## src/rtl/median_pkg.sv

```systemverilog
// Shared types and constants for the median window feeder and the
// 3-input median stage that consumes its windows.
package median_pkg;

    // Default frame length, also the median stage's loop bound.
    localparam int FRAME_LEN_DEFAULT = 8533;
    localparam int SAMPLE_W          = 32;

    typedef logic [SAMPLE_W-1:0] sample_t;

    // One window as seen by the median stage, oldest sample first.
    typedef struct packed {
        sample_t word0;
        sample_t word1;
        sample_t word2;
    } window_t;

    // FILL gathers the first samples of a frame, STREAM emits one window per
    // accepted sample, DRAIN emits the replicated tail window (edge
    // replication builds only).
    typedef enum logic [1:0] {
        FILL   = 2'd0,
        STREAM = 2'd1,
        DRAIN  = 2'd2
    } state_t;

endpackage

```

## src/rtl/median_out_reg.sv

```systemverilog
// Output holding register for one window with valid/ready.
// A load always wins; otherwise a completed transfer empties the register.
// The words keep their last value after a transfer; only valid/last clear.
module median_out_reg #(
    parameter int WIDTH = 32
) (
    input  logic             clk,
    input  logic             rst,
    input  logic             load,
    input  logic [WIDTH-1:0] load_word0,
    input  logic [WIDTH-1:0] load_word1,
    input  logic [WIDTH-1:0] load_word2,
    input  logic             load_last,
    input  logic             out_ready,
    output logic             out_valid,
    output logic [WIDTH-1:0] out_word0,
    output logic [WIDTH-1:0] out_word1,
    output logic [WIDTH-1:0] out_word2,
    output logic             out_last
);

    // Hold the presented window until it is taken or replaced.
    always_ff @(posedge clk) begin
        // NOTE: non-blocking assignments so every register samples pre-edge values.
        if (rst) begin
            out_valid <= 1'b0;
            out_last  <= 1'b0;
            out_word0 <= '0;
            out_word1 <= '0;
            out_word2 <= '0;
        end else if (load) begin
            out_valid <= 1'b1;
            out_last  <= load_last;
            out_word0 <= load_word0;
            out_word1 <= load_word1;
            out_word2 <= load_word2;
        end else if (out_valid && out_ready) begin
            out_valid <= 1'b0;
            out_last  <= 1'b0;
        end
    end

endmodule

```

## src/rtl/median_window_stream.sv

```systemverilog
// Sliding 3-sample window feeder for the median stage.
// Samples arrive with valid/ready; each frame of FRAME_LEN samples yields
// FRAME_LEN-2 windows (oldest..newest), the last one flagged with out_last.
// Windows never straddle a frame boundary.
// Optional: define MEDIAN_WINDOW_EDGE_REPLICATE_EN to pad both frame edges
// by replication, giving FRAME_LEN windows per frame via a DRAIN state.
module median_window_stream
    import median_pkg::*;
#(
    parameter int WIDTH     = 32,
    parameter int FRAME_LEN = FRAME_LEN_DEFAULT,
    parameter int FCNT_W    = 16
) (
    input  logic              clk,
    input  logic              rst,
    input  logic              in_valid,
    output logic              in_ready,
    input  logic [WIDTH-1:0]  in_data,
    output logic              out_valid,
    input  logic              out_ready,
    output logic [WIDTH-1:0]  out_word0,
    output logic [WIDTH-1:0]  out_word1,
    output logic [WIDTH-1:0]  out_word2,
    output logic              out_last,
    output logic [FCNT_W-1:0] frames_done
);

    localparam int CNT_W = $clog2(FRAME_LEN);
    localparam logic [CNT_W-1:0] LAST_IDX = CNT_W'(FRAME_LEN - 1);
`ifdef MEDIAN_WINDOW_EDGE_REPLICATE_EN
    // The first padded window {x0,x0,x1} is complete once x1 arrives.
    localparam logic [CNT_W-1:0] FIRST_IDX = CNT_W'(1);
`else
    // The first window {x0,x1,x2} is complete once x2 arrives.
    localparam logic [CNT_W-1:0] FIRST_IDX = CNT_W'(2);
`endif

    state_t           state;
    logic [CNT_W-1:0] count;   // index of the next sample within the frame
    // Only the two most recent samples are stored: a new window is assembled
    // from them plus the incoming sample, so the oldest slot would be dead.
    logic [WIDTH-1:0] s1;
    logic [WIDTH-1:0] s2;

    logic             accept;
    logic             out_free;
    logic             fill_done;
    logic             at_last;
    logic             load;
    logic             load_last;
    logic [WIDTH-1:0] load_word0;
    logic [WIDTH-1:0] load_word1;
    logic [WIDTH-1:0] load_word2;

    assign accept    = in_valid & in_ready;
    assign out_free  = !out_valid | out_ready;
    assign fill_done = (count == FIRST_IDX);
    assign at_last   = (count == LAST_IDX);

    // Backpressure: a sample that produces a window needs the output register free.
    always_comb begin
        // NOTE: default first so no path through this block infers a latch.
        in_ready = 1'b0;
        if (!rst) begin
            case (state)
                FILL:    in_ready = !fill_done | out_free;
                STREAM:  in_ready = out_free;
                default: in_ready = 1'b0;
            endcase
        end
    end

    // Select the window to load and when to load it.
    always_comb begin
        load       = 1'b0;
        load_last  = at_last;
        load_word0 = s1;
        load_word1 = s2;
        load_word2 = in_data;
        case (state)
            FILL: begin
                load = accept & fill_done;
`ifdef MEDIAN_WINDOW_EDGE_REPLICATE_EN
                load_word0 = s2;
                load_last  = 1'b0;
`endif
            end
            STREAM: begin
                load = accept;
`ifdef MEDIAN_WINDOW_EDGE_REPLICATE_EN
                load_last = 1'b0;
`endif
            end
            DRAIN: begin
                load       = out_free;
                load_word0 = s1;
                load_word1 = s2;
                load_word2 = s2;
                load_last  = 1'b1;
            end
            default: load = 1'b0;
        endcase
    end

    // Shift register, in-frame sample counter, frame FSM and frame counter.
    always_ff @(posedge clk) begin
        if (rst) begin
            state       <= FILL;
            count       <= '0;
            s1          <= '0;
            s2          <= '0;
            frames_done <= '0;
        end else begin
            if (accept) begin
                s1    <= s2;
                s2    <= in_data;
                count <= at_last ? '0 : count + 1'b1;
            end

            case (state)
                FILL: begin
                    if (accept && fill_done && !at_last)
                        state <= STREAM;
                end
                STREAM: begin
                    if (accept && at_last)
`ifdef MEDIAN_WINDOW_EDGE_REPLICATE_EN
                        state <= DRAIN;
`else
                        state <= FILL;
`endif
                end
                DRAIN: begin
                    if (out_free)
                        state <= FILL;
                end
                default: state <= FILL;
            endcase

            if (out_valid && out_ready && out_last)
                frames_done <= frames_done + 1'b1;
        end
    end

    median_out_reg #(
        .WIDTH(WIDTH)
    ) u_out_reg (
        .clk       (clk),
        .rst       (rst),
        .load      (load),
        .load_word0(load_word0),
        .load_word1(load_word1),
        .load_word2(load_word2),
        .load_last (load_last),
        .out_ready (out_ready),
        .out_valid (out_valid),
        .out_word0 (out_word0),
        .out_word1 (out_word1),
        .out_word2 (out_word2),
        .out_last  (out_last)
    );

endmodule

```

## config.mk

```make
export PLATFORM = sky130hd
export DESIGN_NAME = median_window_stream
export DESIGN_NICKNAME = d
export VERILOG_FILES = /design/src/rtl/median_pkg.sv /design/src/rtl/median_out_reg.sv /design/src/rtl/median_window_stream.sv
export SDC_FILE = /design/constraint.sdc
export NUM_CORES = 1
export LEC_CHECK = 0
export ABC_CLOCK_PERIOD_IN_PS = 4000
export CAP_MARGIN = 25
export CORE_AREA = 2 2 140 108
export DETAILED_ROUTE_END_ITERATION = 8
export DIE_AREA = 0 0 142 110
export PLACE_DENSITY = 0.86
export SLEW_MARGIN = 20
export SYNTH_ARGS = -nofsm -noshare
export SYNTH_HDL_FRONTEND = slang
export SYNTH_HIERARCHICAL = 1
export SYNTH_SLANG_ARGS = --single-unit
```

## constraint.sdc

```tcl
create_clock -name clk -period 4 [get_ports clk]
set_input_delay 0.4 -clock clk [delete_from_list [all_inputs] [get_ports clk]]
set_output_delay 0.4 -clock clk [all_outputs]
set_load 0.01 [all_outputs]
```

Word-level counts from Yosys, hierarchy flattened:

Index checks and enable logic that the tools add are counted.

* output and inout port bits: 115
* input port bits: 36
* word-level logic and storage cells: 47
* register bits: 194

* mux-type cells: 13
* reduce and logical (&&, ||, !) cells: 11
* $add $sub $neg: 2
* bitwise operators: 4
* eq/ne operators: 7

Operators with widths (count)
* 2-to-1 mux 32 bit: 1
* adder 16 x 1 -> 16 bit (second input constant): 1
* adder 14 x 1 -> 14 bit (second input constant): 1
* equality test 14 bit (second input constant): 1
* equality test 14 x 2 -> 1 bit (second input constant): 1
* 2-to-1 mux 14 bit: 1
* 2-to-1 mux 2 bit: 3
* != test 2 bit (second input constant): 3
* one-hot mux 2 bit (3 select lines): 1
* logical AND 1 bit: 5
* 2-to-1 mux 1 bit: 5
* zero test 1 bit: 3
* one-hot mux 1 bit (3 select lines): 1
* AND reduction 3 bit: 1
* AND 1 bit: 2
* equality test 2 x 1 -> 1 bit (second input constant): 1
* equality test 2 bit (second input constant): 1
* zero test 2 bit: 1
* OR 1 bit: 2
* one-hot mux 1 bit (2 select lines): 1
* nonzero test 2 bit: 1

Longest topological paths before layout:

* depth after elaboration: 10
* gate-level depth with buffers: 13
* mapped depth without buffers: 8

Modules after synthesis:

Netlist, hierarchy kept.

By module, submodules not included
* median_window_stream: area an instance 4181.5 µm², cells an instance 488, times used 1, seq. area each 1901.8 µm²
* median_out_reg: area an instance 3452.1 µm², cells an instance 319, times used 1, seq. area each 1961.9 µm²

Worst setup path after synthesis:

No wires, ideal clock.

* path type: reg-to-reg
* start: register count[2]
* end: register u_out_reg.out_word0[20]
* arrival: 2440 ps
* library setup time: 117 ps
* period minus slack after synthesis: 2557 ps
* buffers on the path: 6
* required time: 3883 ps
* setup slack: 1443 ps
* cell stages (with the launch flop): 13
* cell sequence: dfxtp_1 -> buf_6 -> or4_4 -> or4_1 -> buf_6 -> buf_12 -> nand2_2 -> nor2_1 -> buf_4 -> buf_6 -> buf_6 -> mux2i_1 -> nor2_1

* cells in the longest elaborated chain, start to end: 8

Ends and longest elaborated chain
* from (decl): line median_window_stream.sv:39 `logic [CNT_W-1:0] count;`
* from (signal assigned): line median_window_stream.sv:117 `count <= at_last ? '0 : count + 1'b1;`
* equality test 14 x 2 -> 1 bit *: line median_window_stream.sv:57 `assign fill_done = (count == FIRST_IDX);`
* zero test 1 bit: line median_window_stream.sv:66 `FILL: in_ready = !fill_done | out_free;`
* OR 1 bit: line median_window_stream.sv:66
* one-hot mux 1 bit (2 select lines): line median_window_stream.sv:65 `case (state)`
* 2-to-1 mux 1 bit: line median_window_stream.sv:64 `if (!rst) begin`
* AND 1 bit: line median_window_stream.sv:55 `assign accept = in_valid & in_ready;`
* AND 1 bit: line median_window_stream.sv:82 `load = accept & fill_done;`
* one-hot mux 1 bit (3 select lines) *: line median_window_stream.sv:80 `case (state)`
* named net load: line median_window_stream.sv:49 `logic load;`
* to (signal assigned): line median_out_reg.sv:34 `out_word0 <= load_word0;`
* to (decl): line median_out_reg.sv:16 `output logic [WIDTH-1:0] out_word0,`

The timed path passes the listed nets; every way through them passes the cells marked *.
A chain may end at the register's enable or synchronous reset.

Worst setup path in the final report:

* start: register count[1]
* end: output port in_ready

* cells in the longest elaborated chain, start to end: 5

Ends and longest elaborated chain
* equality test 14 x 2 -> 1 bit: line median_window_stream.sv:57
* zero test 1 bit: line median_window_stream.sv:66
* OR 1 bit: line median_window_stream.sv:66
* one-hot mux 1 bit (2 select lines): line median_window_stream.sv:65
* 2-to-1 mux 1 bit: line median_window_stream.sv:64
* to (decl): line median_window_stream.sv:17 `output logic in_ready,`

Every way passes these cells.

==> flow_metrics.py <==
metrics = {
    "routing": {
        "vias": 6067,
        "ant_nets": 0,
        "vias_per_cell": 5.45,
        "wl_mm": 17.5,
        "first_pass_iters": 4,
        "drt-initial-drc-count": 388,
        "route.detailed.drc": 0,
        "wl_per_cell_um": 15.7,
    },
    "cts": {
        "post_cts_buffers": 0,
        "htree_levels": 4,
        "insertion_delay_ns": 0.43,
        "clockBufferDepth": 2,
        "ctsHoldBuffers": 0,
        "clk_pin_slew_ns": 0.07,
        "cts-resized-gates": 0,
        "cts_tree": "done",
        "cts_buffers": 17,
        "cts_sinks": 193,
        "root_buffer": "clkbuf_16",
    },
    "synthesis": {
        "syn_area_per_cell_um2": 9.46,
        "synth-edff-count": 0,
        "netlist_area_mm2": 0.00763,
        "ys_seq_area_frac": 0.506,
        "yosys.cell_types.count": 49,
        "yosys.area.top_type": "dfxtp_1",
        "synthArstFlopShare": 0,
        "yosysTopAreaCellShare": 0.506,
        "synth_warnings": 6,
        "synth_seq_cells": 193,
        "syn_inst": 807,
        "yosys-top-cells-area": "dfxtp_1 51%, mux2i_1 13%, nor2_1 5.4%, nand2_1 4.1%, nand3_1 3.9%",
        "yosys_most_used_dff": "dfxtp_1",
        "synth_fp_nets": 847,
    },
    "timing": {
        "maxSlewViolCount": 0,
        "hold_slack_ns": 0.321,
        "fmax_ghz": 0.320,
        "final-hold-violation-count": 0,
        "clock_skew_ns": 0.0134,
        "slew_headroom": 0.314,
        "setup_viol": 0,
        "min_period_ns": 3.12,
        "tightest_slew_ns": 1.03,
        "rsz0062_at_grt": "false",
        "layout_worst_path_cycle_share": 0.780,
        "final.setup.tns_ns": 0,
    },
    "final_layout": {
        "drive_above_1_share": 0.0804,
        "layout.nets": 960,
        "utilization": 0.676,
        "final_common_cell": "dfxtp_1",
        "design_area_mm2": 0.00962,
        "num_antenna_cells": 0,
        "multi_input_area_mm2": 0.00336,
        "fill_cells": 1080,
        "regArea_mm2": 0.00386,
        "area_delta_synth_final_pct": 26.0,
        "layout_common_cells": "193 x dfxtp_1, 149 x clkdlybuf4s50_1, 109 x nor2_1",
    },
    "setup_path": {
        "reg2reg_to": "u_out_reg/out_word2[16]$_SDFFE_PP0P_",
        "path_class": "register to primary output",
        "r2r_cells": 7,
        "crit_fanout": 7,
        "reg2reg_from": "count[9]$_SDFFE_PP0P_",
        "start_kind": "register",
        "r2r_slack_ns": 1.28,
        "crit_arrival_ns": 2.72,
        "cp.required_ns": 3.60,
        "end_kind": "primary output",
    },
    "status": {
        "status": "finished, final reports clean",
    },
    "flow_run": {
        "drv_cap": 0,
    },
    "global_route": {
        "grt_max_degree": 100,
        "antenna_found_initial": 0,
        "grt_pass1_wl_mm": 29.1,
        "grt_pass1_vias": 5747,
        "track_usage": 0.231,
        "grt-ovfl-total": 0,
    },
    "placed_design": {
        "place_hpwl_mm": 10.7,
        "place.gp.congestion": 0.833,
        "io_buffers": 150,
        "place_area_mm2": 0.00905,
    },
    "floorplanning": {
        "fp.coreArea_mm2": 0.0142,
        "die_x_um": 142,
        "dieHeight_um": 110,
        "start_util": 0.537,
        "fp-row-count": 38,
        "io_pins": 151,
        "dieArea_mm2": 0.0156,
    },
    "hold_path": {
        "hp-start": "rst",
        "min_delay_path_depth": 2,
        "worstHoldEndpoint": "u_out_reg/out_word0[21]$_SDFFE_PP0P_",
        "min-delay-path-class": "input port to register",
    },
    "power_and_ir_drop": {
        "p_leak_nw": 3.18,
        "ir_worst_vdd_mv": 0.280,
        "powerDensity_mw_per_mm2": 398,
    },
}
-- through the flow --
stage          std cells  total power [mW]  worst slack [ns]
6_report            1113              3.83             0.879
5_1_grt             1113              3.96             0.793
4_1_cts             1113              3.86             0.878
3_5_place_dp        1081              2.24             0.983
3_3_place_gp        1081              2.23              1.02
2_1_floorplan        807              2.15              1.44
-- logic make-up after synthesis --
kind of cell,after synthesis,synth area share
flops,193,0.506
mux,97,0.127
compound gates,112,0.0882
fa+ha+maj,4,0.00656
xor+xnor,7,0.00803
buf+inv,71,0.0569
simple gates,323,0.207
-- per-layer routing --
metal / share of wire / up-vias / routed length (um) / track usage
met4: 0.011 / 0 / 191 / 0.0571
met3: 0.078 / 20 / 1360 / 0.0838
met2: 0.44 / 169 / 7740 / 0.343
met1: 0.47 / 2855 / 8200 / 0.320
met5: 0 / - / 0 / 0
li1: - / 3023 / - / -
-- cell type report --
cell class	instances	share of cell area
Sequential cell	193	0.402
Multi-Input combinational cell	543	0.349
Timing Repair Buffer	156	0.162
Clock buffer	18	0.0446
Tap cell	180	0.0234
Clock inverter	14	0.0143
Inverter	9	0.00481
-- cell usage after synthesis, drive strengths merged, types with 7 or more instances --
| cell type | instances |
|---|---|
| o21ai | 71 |
| dfxtp | 193 |
| mux2i | 97 |
| nor2 | 111 |
| clkbuf | 29 |
| or4 | 7 |
| buf | 32 |
| or3 | 8 |
| a21oi | 12 |
| inv | 8 |
| nor3 | 8 |
| nand4 | 8 |
| nand2 | 84 |
| nand3 | 79 |
-- worst max-delay path by stage --
stage,from,endpoint,cells after the start
CTS,count[0]$_SDFFE_PP0P_,in_ready,6
floorplan,count[2]$_SDFFE_PP0P_,u_out_reg/out_word0[20]$_SDFFE_PP0P_,12
global route,count[0]$_SDFFE_PP0P_,in_ready,6
finish,count[1]$_SDFFE_PP0P_,in_ready,5
global placement,out_ready,count[8]$_SDFFE_PP0P_,6
detailed placement,out_ready,count[8]$_SDFFE_PP0P_,6
-- power breakdown --
part / total [mW] / internal [mW] / switching, mW
logic: 0.194 / 0.0817 / 0.112
clock network: 1.63 / 0.832 / 0.800
registers: 2.00 / 1.97 / 0.0338
-- registers in the layout, summed over array words and instances, names as in the netlist --
name and flops:
load_word0 32, load_word1 32, u_out_reg/out_word0 32, u_out_reg/out_word1 32, u_out_reg/out_word2 32, frames_done 16
count 14, state 1, u_out_reg/out_last 1, u_out_reg/out_valid 1
-- critical path, cell delays in order, from the launching register on --
cell and delay, ns:
dfxtp_1 0.45, ha_1 0.22, or4bb_1 0.47, or4_4 0.47
and3_1 0.21, clkdlybuf4s50_1 0.47
Note: power is estimated with default switching activity, not from simulation.
